**src/rtl/if_fetch_queue.sv**
```systemverilog
// if_fetch_queue: fetch PC generation, IMEM read issue and a small {pc, inst}
// FIFO feeding ID, with ID stall back-pressure and EX redirect flushing.
module if_fetch_queue #(
    parameter logic [31:0] RESET_PC = 32'h4000_0000,
    parameter int          DEPTH    = 2,
    parameter int          CNT_W    = 32
) (
    input  logic             clk,
    input  logic             rst,
    input  logic             stall,
    input  logic             redirect,
    input  logic [31:0]      redirect_pc,
    output logic             imem_en,
    output logic [31:0]      imem_addr,
    input  logic [31:0]      imem_dout,
    output logic [31:0]      id_inst,
    output logic [31:0]      id_pc,
    output logic             id_valid,
    output logic [CNT_W-1:0] fetch_count
);
    localparam logic [31:0] NOP = 32'h0000_0013;
    localparam int PW = $clog2(DEPTH);
    localparam int CW = PW + 1;
    localparam logic BOOT = 1'b0;
    localparam logic RUN  = 1'b1;

    logic             state;
    logic [31:0]      fetch_pc;
    logic [31:0]      inflight_pc;
    logic [31:0]      addr_q;
    logic             inflight;
    logic [PW-1:0]    rd_ptr;
    logic [PW-1:0]    wr_ptr;
    logic [CW-1:0]    count;
    logic [CNT_W-1:0] cnt_q;
    logic [31:0]      fifo_pc   [DEPTH];
    logic [31:0]      fifo_inst [DEPTH];

    logic             has_fifo;
    logic             bypass;
    logic             head_exists;
    logic             pop;
    logic             rd_adv;
    logic             push;
    logic             issue;
    logic [CW:0]      occ;
    logic [31:0]      target;
    logic [31:0]      issue_addr;
    logic [31:0]      head_pc;
    logic [31:0]      head_inst;
    logic             unused_lo;

    assign unused_lo   = ^redirect_pc[1:0];
    assign target      = {redirect_pc[31:2], 2'b00};

    // An empty FIFO forwards the response arriving this cycle straight to ID.
    assign has_fifo    = count != '0;
    assign bypass      = !has_fifo && inflight && !redirect;
    assign head_exists = has_fifo || bypass;
    assign head_pc     = has_fifo ? fifo_pc[rd_ptr] : inflight_pc;
    assign head_inst   = has_fifo ? fifo_inst[rd_ptr] : imem_dout;

    assign id_valid    = head_exists && !redirect && !rst;
    assign id_inst     = id_valid ? head_inst : NOP;
    assign id_pc       = rst ? RESET_PC
                       : (head_exists ? head_pc : fetch_pc);

    assign pop         = id_valid && !stall;
    assign rd_adv      = pop && !bypass;
    assign push        = inflight && !redirect && !(bypass && pop);

    // Count the in-flight read so a full FIFO can always absorb it.
    assign occ         = (CW+1)'(count) + (CW+1)'(inflight)
                       - (CW+1)'(pop);
    assign issue       = (state == RUN) && !rst
                       && (redirect || occ < (CW+1)'(DEPTH));
    assign issue_addr  = redirect ? target : fetch_pc;

    assign imem_en     = issue;
    assign imem_addr   = issue ? issue_addr : addr_q;
    assign fetch_count = cnt_q;

    always_ff @(posedge clk) begin
        if (rst) begin
            state       <= BOOT;
            fetch_pc    <= RESET_PC;
            inflight    <= 1'b0;
            inflight_pc <= RESET_PC;
            addr_q      <= RESET_PC;
            rd_ptr      <= '0;
            wr_ptr      <= '0;
            count       <= '0;
            cnt_q       <= '0;
        end else begin
            state    <= RUN;
            inflight <= issue;
            if (issue) begin
                inflight_pc <= issue_addr;
                fetch_pc    <= issue_addr + 32'd4;
                addr_q      <= issue_addr;
            end else if (redirect) begin
                fetch_pc    <= target;
            end
            if (pop) begin
                cnt_q <= cnt_q + CNT_W'(1);
            end
            if (redirect) begin
                rd_ptr <= '0;
                wr_ptr <= '0;
                count  <= '0;
            end else begin
                if (push) begin
                    wr_ptr <= wr_ptr + PW'(1);
                end
                if (rd_adv) begin
                    rd_ptr <= rd_ptr + PW'(1);
                end
                count <= count + CW'(push) - CW'(rd_adv);
            end
            assert (!(push && !rd_adv && count == CW'(DEPTH)));
        end
    end

    always_ff @(posedge clk) begin
        if (!rst && push) begin
            fifo_pc[wr_ptr]   <= inflight_pc;
            fifo_inst[wr_ptr] <= imem_dout;
        end
    end
endmodule

```
**config.mk**
```make
export PLATFORM = sky130hd
export DESIGN_NAME = if_fetch_queue
export DESIGN_NICKNAME = d
export VERILOG_FILES = /design/src/rtl/if_fetch_queue.sv
export SDC_FILE = /design/constraint.sdc
export NUM_CORES = 1
export LEC_CHECK = 0
export CORE_UTILIZATION = 53
export DETAILED_ROUTE_END_ITERATION = 8
export MAX_ROUTING_LAYER = met4
export PLACE_DENSITY_LB_ADDON = 0.15
export SETUP_SLACK_MARGIN = 0.02
export SLEW_MARGIN = 15
export SYNTH_ARGS = -nofsm -noshare
export SYNTH_HDL_FRONTEND = slang
export SYNTH_SLANG_ARGS = --single-unit
```
**constraint.sdc**
```tcl
create_clock -name clk -period 10.45 [get_ports clk]
set_clock_uncertainty 0.2 [all_clocks]
set_input_delay 2.09 -clock clk [delete_from_list [all_inputs] [get_ports clk]]
set_output_delay 2.09 -clock clk [all_outputs]
set_load 0.05 [all_outputs]
```
==> reports/results.ini, run 1 <==
[die]
design.die.area_mm2 = 0.0228
design.core.area_mm2 = 0.0218
die-height_um = 151
die_w_um = 151
io-pin-count = 198
effective_utilization_at_floorplan = 0.540
placement_rows = 54

[grt]
groute.usage.overall = 0.253
grt_antenna_before_repair = 1
first_global_vias = 8178
grt_pass1_wl_um = 43500
grt_start_max_net_pins = 85
final_global_route_overflow_total = 0

[power_and_ir_drop]
leakage_uw = 0.00499
irDropWorstVdd_uv = 114
power_density_over_the_cells_mw_per_mm2 = 164

[clocking]
clkLatencyLatePin_ps = 520
buffer_type_at_the_clock_tree_root = sky130_fd_sc_hd__clkbuf_16
htree_levels = 1
numClockSinks = 263
holdBufCountCts = 0
cts_made_buffers = 27
clk_pin_slew_ps = 60
max-clock-path-buffers = 3
post_cts_resized = 0
postCtsSetupBuffers = 0
tritoncts = yes

[placed_design]
finalWeightedCongestion = 0.834
port_buffers = 195
place_hpwl_um = 18100
placement.cell_area_mm2 = 0.0139

[worst_setup_path]
reg2reg_depth = 11
critical_path_startpoint_category = input pin
critPathMaxFanout = 64
crit_slowest_cell = sky130_fd_sc_hd__clkdlybuf4s50_1
crit_chain = clkdlybuf4s50_1, or3_1, or3_1, a21boi_0, fa_1, nor3b_1, a21oi_4, buf_4, o21ai_0, clkdlybuf4s50_1
arrival_ps = 6090
slack_of_the_worst_reg_to_reg_path_ps = 6000
required_ps = 8160
critPathBufInv = 3
timing.critical_path.depth = 10
kind_of_cell_with_the_highest_combined_delay_on_the_critical_path = buffers and inverters
critical_path.endpoint_type = primary output
max_stage_delay_ps = 900
reg_to_reg_start = count[1]$_SDFF_PP0_
crit_type = input pin to primary output
rr_endpoint = fetch_pc[28]$_SDFF_PP0_

[hold_path]
hold_depth = 0
worstHoldPathType = flip-flop to flip-flop
worst_hold_path.endpoint = fifo_pc[1][31]$_DFFE_PP_
min_from = inflight_pc[31]$_SDFFE_PP0P_

[route]
postRouteWirelength_um = 28100
first_iter_violations = 519
wl_per_cell_um = 17.9
first_pass_iters = 5
detailroute.via_count = 8921
drc = 0
ant_nets = 0
vias_per_cell = 5.67

[cells_and_area]
n_fill_cell = 1658
multi_input_comb_area_mm2 = 0.00489
commonest_non_fill_non_tap_cell_in_the_layout = sky130_fd_sc_hd__clkdlybuf4s50_1
area_growth_pct = 25.5
area.sequential_mm2 = 0.00655
finalInstanceArea_mm2 = 0.0148
design.final.nets = 1346
drive_above_1_share = 0.0657
top_library_cells_by_usage_in_the_layout_fill_and_taps_aside = sky130_fd_sc_hd__clkdlybuf4s50_1, sky130_fd_sc_hd__dfxtp_1, sky130_fd_sc_hd__edfxtp_1

[synth]
netlist_area_mm2 = 0.0118
yosysSeqAreaShare = 0.556
synthesis.instances = 1118
synth-seq-cells = 263
synth-main-ff-cell = sky130_fd_sc_hd__dfxtp_1
syn-num-nets = 1191
synthesis.yosys.warnings = 0
synth-edff-count = 128
ys_async_sr_fraction = 0
synth.lib_cells_used.distinct = 63
syn_area_per_cell_um2 = 10.5

[sta]
timing_hold_violations_final = 0
max_slew.worst_pin.slew_ps = 1000
worst_slew_margin_rel = 0.331
max_clock_freq_ghz = 0.119
rsz0062_at_grt = false
min_period_over_period = 0.802
fin_setup_tns_ps = 0
timing.final.crit_period_ps = 8380
report.final.setup_viol = 0
slew_viol_final = 0

[run_status]
run_status = completed

[job]
timing.max_cap.violations = 0

==> worst register-to-register path: cells and delay by family (launching register included) <==
| family | cells | cell delay [ps] |
|---|---|---|
| compound gates | 2 | 210 |
| fa+ha+maj | 1 | 480 |
| buf+inv | 2 | 530 |
| flops | 1 | 380 |
| simple gates | 6 | 2550 |
==> power by group <==
group | switching (µW) | internal (µW) | total (µW)
Clock | 389 | 594 | 983
Combinational | 204 | 106 | 310
Sequential | 20.9 | 1120 | 1140
Total | 614 | 1820 | 2430
==> worst max path at each step <==
| stage | from | endpoint | slack [ps] |
|---|---|---|---|
| floorplan | redirect | fifo_inst[1][0]$_DFFE_PP_ | 2150 |
| global placement | stall | imem_addr[31] | 2120 |
| detailed placement | stall | imem_addr[31] | 2050 |
| CTS | stall | imem_addr[31] | 2040 |
| global route | stall | imem_addr[31] | 1850 |
| finish | stall | imem_addr[31] | 2070 |
==> cell type report <==
| class | count | area share |
|---|---|---|
| Clock inverter | 21 | 0.0159 |
| Antenna cell | 1 | 0.000169 |
| Multi-Input combinational cell | 763 | 0.331 |
| Tap cell | 280 | 0.0237 |
| Inverter | 11 | 0.00279 |
| Clock buffer | 28 | 0.0460 |
| Timing Repair Buffer | 207 | 0.138 |
| Sequential cell | 263 | 0.443 |
==> per-stage QoR <==
| step | power, µW | instances | utilization | hold slack (ps) | setup WS, ps |
|---|---|---|---|---|---|
| finish | 2430 | 1574 | 0.677 | 280 | 2070 |
| global route | 2510 | 1574 | 0.677 | 289 | 1850 |
| CTS | 2450 | 1573 | 0.677 | 281 | 2040 |
| detailed placement | 1470 | 1524 | 0.635 | 266 | 2050 |
| global placement | 1460 | 1524 | 0.635 | 256 | 2120 |
| floorplan | 1350 | 1118 | - | 247 | 2150 |
==> sequential cells by signal (all words and copies together) (netlist names), named ones only <==
| name | count |
|---|---|
| addr_q | 32 |
| count | 2 |
| fetch_count | 32 |
| fetch_pc | 32 |
| fifo_inst | 64 |
| fifo_pc | 64 |
| inflight | 1 |
| inflight_pc | 32 |
| rd_ptr | 1 |
| state | 1 |
| wr_ptr | 1 |
==> synthesized netlist by cell type, types with 6 or more instances <==
library cell               number  share of area
sky130_fd_sc_hd__nand2_1      124          0.040
sky130_fd_sc_hd__nor2_1       115          0.037
sky130_fd_sc_hd__buf_2         17         0.0072
sky130_fd_sc_hd__and4_1         8         0.0059
sky130_fd_sc_hd__nor2b_1       32          0.017
sky130_fd_sc_hd__o21ai_0       44          0.019
sky130_fd_sc_hd__a21oi_1        9         0.0038
sky130_fd_sc_hd__edfxtp_1     128           0.33
sky130_fd_sc_hd__a211oi_1      90          0.057
sky130_fd_sc_hd__inv_1         10         0.0032
sky130_fd_sc_hd__mux2i_1       63          0.054
sky130_fd_sc_hd__buf_1          6         0.0019
sky130_fd_sc_hd__xor2_1        27          0.020
sky130_fd_sc_hd__nand4_1       24          0.013
sky130_fd_sc_hd__nand4b_1       6         0.0045
sky130_fd_sc_hd__nand3_1       26          0.011
sky130_fd_sc_hd__and3_1         8         0.0042
sky130_fd_sc_hd__and2_1        38          0.020
sky130_fd_sc_hd__clkbuf_1      54          0.017
sky130_fd_sc_hd__dfxtp_1      135           0.23
sky130_fd_sc_hd__nor3_1        19         0.0081
sky130_fd_sc_hd__a311oi_1      31          0.023
sky130_fd_sc_hd__or3_1          9         0.0048
sky130_fd_sc_hd__nor3b_1        6         0.0038
sky130_fd_sc_hd__xnor2_1       18          0.013
==> layer usage <==
| metal | track usage | part of all wire |
|---|---|---|
| met2 | 0.387 | 0.45 |
| met1 | 0.341 | 0.45 |
| met5 | - | 0 |
| met3 | 0.0521 | 0.070 |
| met4 | 0.0715 | 0.022 |
==> cell families (layout without fill, tap and decap cells) <==
logic type | after synthesis | after routing | synth area share
AO/OA/AOI/OAI | 205 | 205 | 0.126
multiplexers | 65 | 65 | 0.0557
adder cells (fa/ha/maj) | 5 | 5 | 0.00595
flip-flops | 263 | 263 | 0.556
AND/OR/NAND/NOR | 443 | 443 | 0.190
buffers and inverters | 92 | 267 | 0.0330
XOR/XNOR | 45 | 45 | 0.0335
other | 0 | 1 | 0
No activity file was read; power rests on OpenSTA's default activity.
==> inputs of run 2 (changes only) <==
Clock period 10.45 ns to 8 ns, I/O delays scaled along.
==> run 2 against run 1 <==
  * Routed wire length decreased by 1.0%
  * Sequential share of layout area increased by 0.068 points
  * Utilization decreased by 0.10 points
  * Critical path depth unchanged
  * Largest cell class unchanged
  * Highest routed layer unchanged
==> reports/results.ini, run 2 (synthesized netlist as in run 1, its figures left out) <==
[run_status]
run_status = completed

[worst_setup_path]
crit_type = input pin to primary output
critPathBufInv = 3
arrival_ps = 5700
reg2reg_depth = 10
critPathMaxFanout = 46
critical_path_startpoint_category = input pin
max_stage_delay_ps = 860
crit_chain = clkdlybuf4s50_1, or3_1, or3_1, fa_1, nor3b_1, a21oi_4, buf_4, nand2_1, o21ai_0, clkdlybuf4s50_1
reg_to_reg_start = count[1]$_SDFF_PP0_
slack_of_the_worst_reg_to_reg_path_ps = 3550
required_ps = 6200
kind_of_cell_with_the_highest_combined_delay_on_the_critical_path = buffers and inverters
critical_path.startpoint = stall
critical_path.endpoint_type = primary output
crit_slowest_cell = sky130_fd_sc_hd__clkdlybuf4s50_1
rr_endpoint = fetch_pc[28]$_SDFF_PP0_

[cells_and_area]
drive_above_1_share = 0.0693
finalInstanceArea_mm2 = 0.0148
area_growth_pct = 25.3
layout_top_registers = fifo_inst: 64 flops, fifo_pc: 64 flops
design.final.nets = 1351
multi_input_comb_area_mm2 = 0.00488
commonest_non_fill_non_tap_cell_in_the_layout = sky130_fd_sc_hd__clkdlybuf4s50_1
stdcell_count = 1580
top_library_cells_by_usage_in_the_layout_fill_and_taps_aside = sky130_fd_sc_hd__clkdlybuf4s50_1, sky130_fd_sc_hd__dfxtp_1, sky130_fd_sc_hd__edfxtp_1
area.sequential_mm2 = 0.00655
n_fill_cell = 1713

[power_and_ir_drop]
share_seq_of_total_power = 0.479
pint_uw = 2320
leakage_uw = 0.00501
power_switching_share = 0.253
power.share.combinational = 0.131
power_density_over_the_cells_mw_per_mm2 = 210
irDropWorstVdd_uv = 146
netsw_uw = 785
clkPwrFrac = 0.390

[hold_path]
hold_depth = 0
min_from = inflight_pc[17]$_SDFFE_PP0P_
worst_hold_path.endpoint = fifo_pc[1][17]$_DFFE_PP_
worstHoldPathType = flip-flop to flip-flop

[grt]
grt_start_max_net_pins = 69
groute.usage.overall = 0.248
final_global_route_overflow_total = 0
grt_pass1_wl_um = 43200
grt_antenna_before_repair = 2
first_global_vias = 8259

[die]
die_w_um = 151
design.core.area_mm2 = 0.0218
die-height_um = 151
design.die.area_mm2 = 0.0228
effective_utilization_at_floorplan = 0.540
io-pin-count = 198
placement_rows = 54

[job]
timing.max_cap.violations = 0

[sta]
timing.final.crit_period_ps = 7500
min_period_over_period = 0.937
max_clock_freq_ghz = 0.133
rsz0062_at_grt = false
fin_setup_tns_ps = 0
slew_viol_final = 0
report.final.setup_viol = 0
timing_hold_violations_final = 0
hold_ws_ps = 278
fin_ws_ps = 502
max_slew.worst_pin.slew_ps = 954
worst_slew_margin_rel = 0.359

[route]
first_iter_violations = 624
postRouteWirelength_um = 27800
vias_per_cell = 5.69
drc = 0
wl_per_cell_um = 17.6
first_pass_iters = 5
ant_nets = 0
detailroute.via_count = 8985

[clocking]
cts_made_buffers = 26
clkLatencyLatePin_ps = 530
max-clock-path-buffers = 3
clk_pin_slew_ps = 60
buffer_type_at_the_clock_tree_root = sky130_fd_sc_hd__clkbuf_16
post_cts_resized = 0
postCtsSetupBuffers = 0
htree_levels = 1
tritoncts = yes
holdBufCountCts = 0
numClockSinks = 263

[placed_design]
place_hpwl_um = 18100
placement.cell_area_mm2 = 0.0139
dp_slack_ps = 526
finalWeightedCongestion = 0.803
place.detailed.instances = 1530
port_buffers = 195

[run 2: stage by stage]
stage                util  power [µW]
floorplan               -        1770
global placement    0.637        1910
detailed placement  0.637        1920
CTS                 0.676        3130
global route        0.676        3210
finish              0.676        3100
[run 2: cell type report]
class / instances / area share
Antenna cell: 2 / 0.000339
Clock buffer: 37 / 0.0511
Clock inverter: 11 / 0.00695
Inverter: 11 / 0.00280
Multi-Input combinational cell: 763 / 0.331
Sequential cell: 263 / 0.444
Tap cell: 280 / 0.0237
Timing Repair Buffer: 213 / 0.140
[run 2: how the worst max path moves through the flow]
stage	slack (ps)	endpoint	depth (start not counted)
2_1_floorplan	190	fifo_inst[1][0]$_DFFE_PP_	6
3_3_place_gp	570	imem_addr[8]	10
3_5_place_dp	530	imem_addr[5]	10
4_1_cts	500	imem_addr[9]	10
5_1_grt	320	imem_addr[8]	10
6_report	500	imem_addr[9]	10
[run 2: power groups by stage]
stage / Clock [µW] / Sequential [µW] / Combinational (µW)
detailed placement: 0 / 1510 / 404
floorplan: 0 / 1510 / 262
global placement: 0 / 1510 / 400
global route: 1280 / 1490 / 434
CTS: 1230 / 1490 / 406
finish: 1210 / 1490 / 406
[run 2: worst reg2reg max path: cells and delay by family, from the launching register on]
| family | cells | cell delay, ps |
|---|---|---|
| adder cells (fa/ha/maj) | 1 | 470 |
| buffers and inverters | 1 | 270 |
| flip-flops | 1 | 370 |
| AO/OA/AOI/OAI | 2 | 430 |
| AND/OR/NAND/NOR | 6 | 2580 |
[run 2: metal layers]
| layer | up-vias | routed length, µm | GRT usage |
|---|---|---|---|
| met5 | - | 0 | - |
| met4 | 0 | 307 | 0.0525 |
| met3 | 28 | 2210 | 0.0554 |
| met2 | 295 | 12600 | 0.371 |
| met1 | 4250 | 12700 | 0.345 |
| li1 | 4412 | - | - |
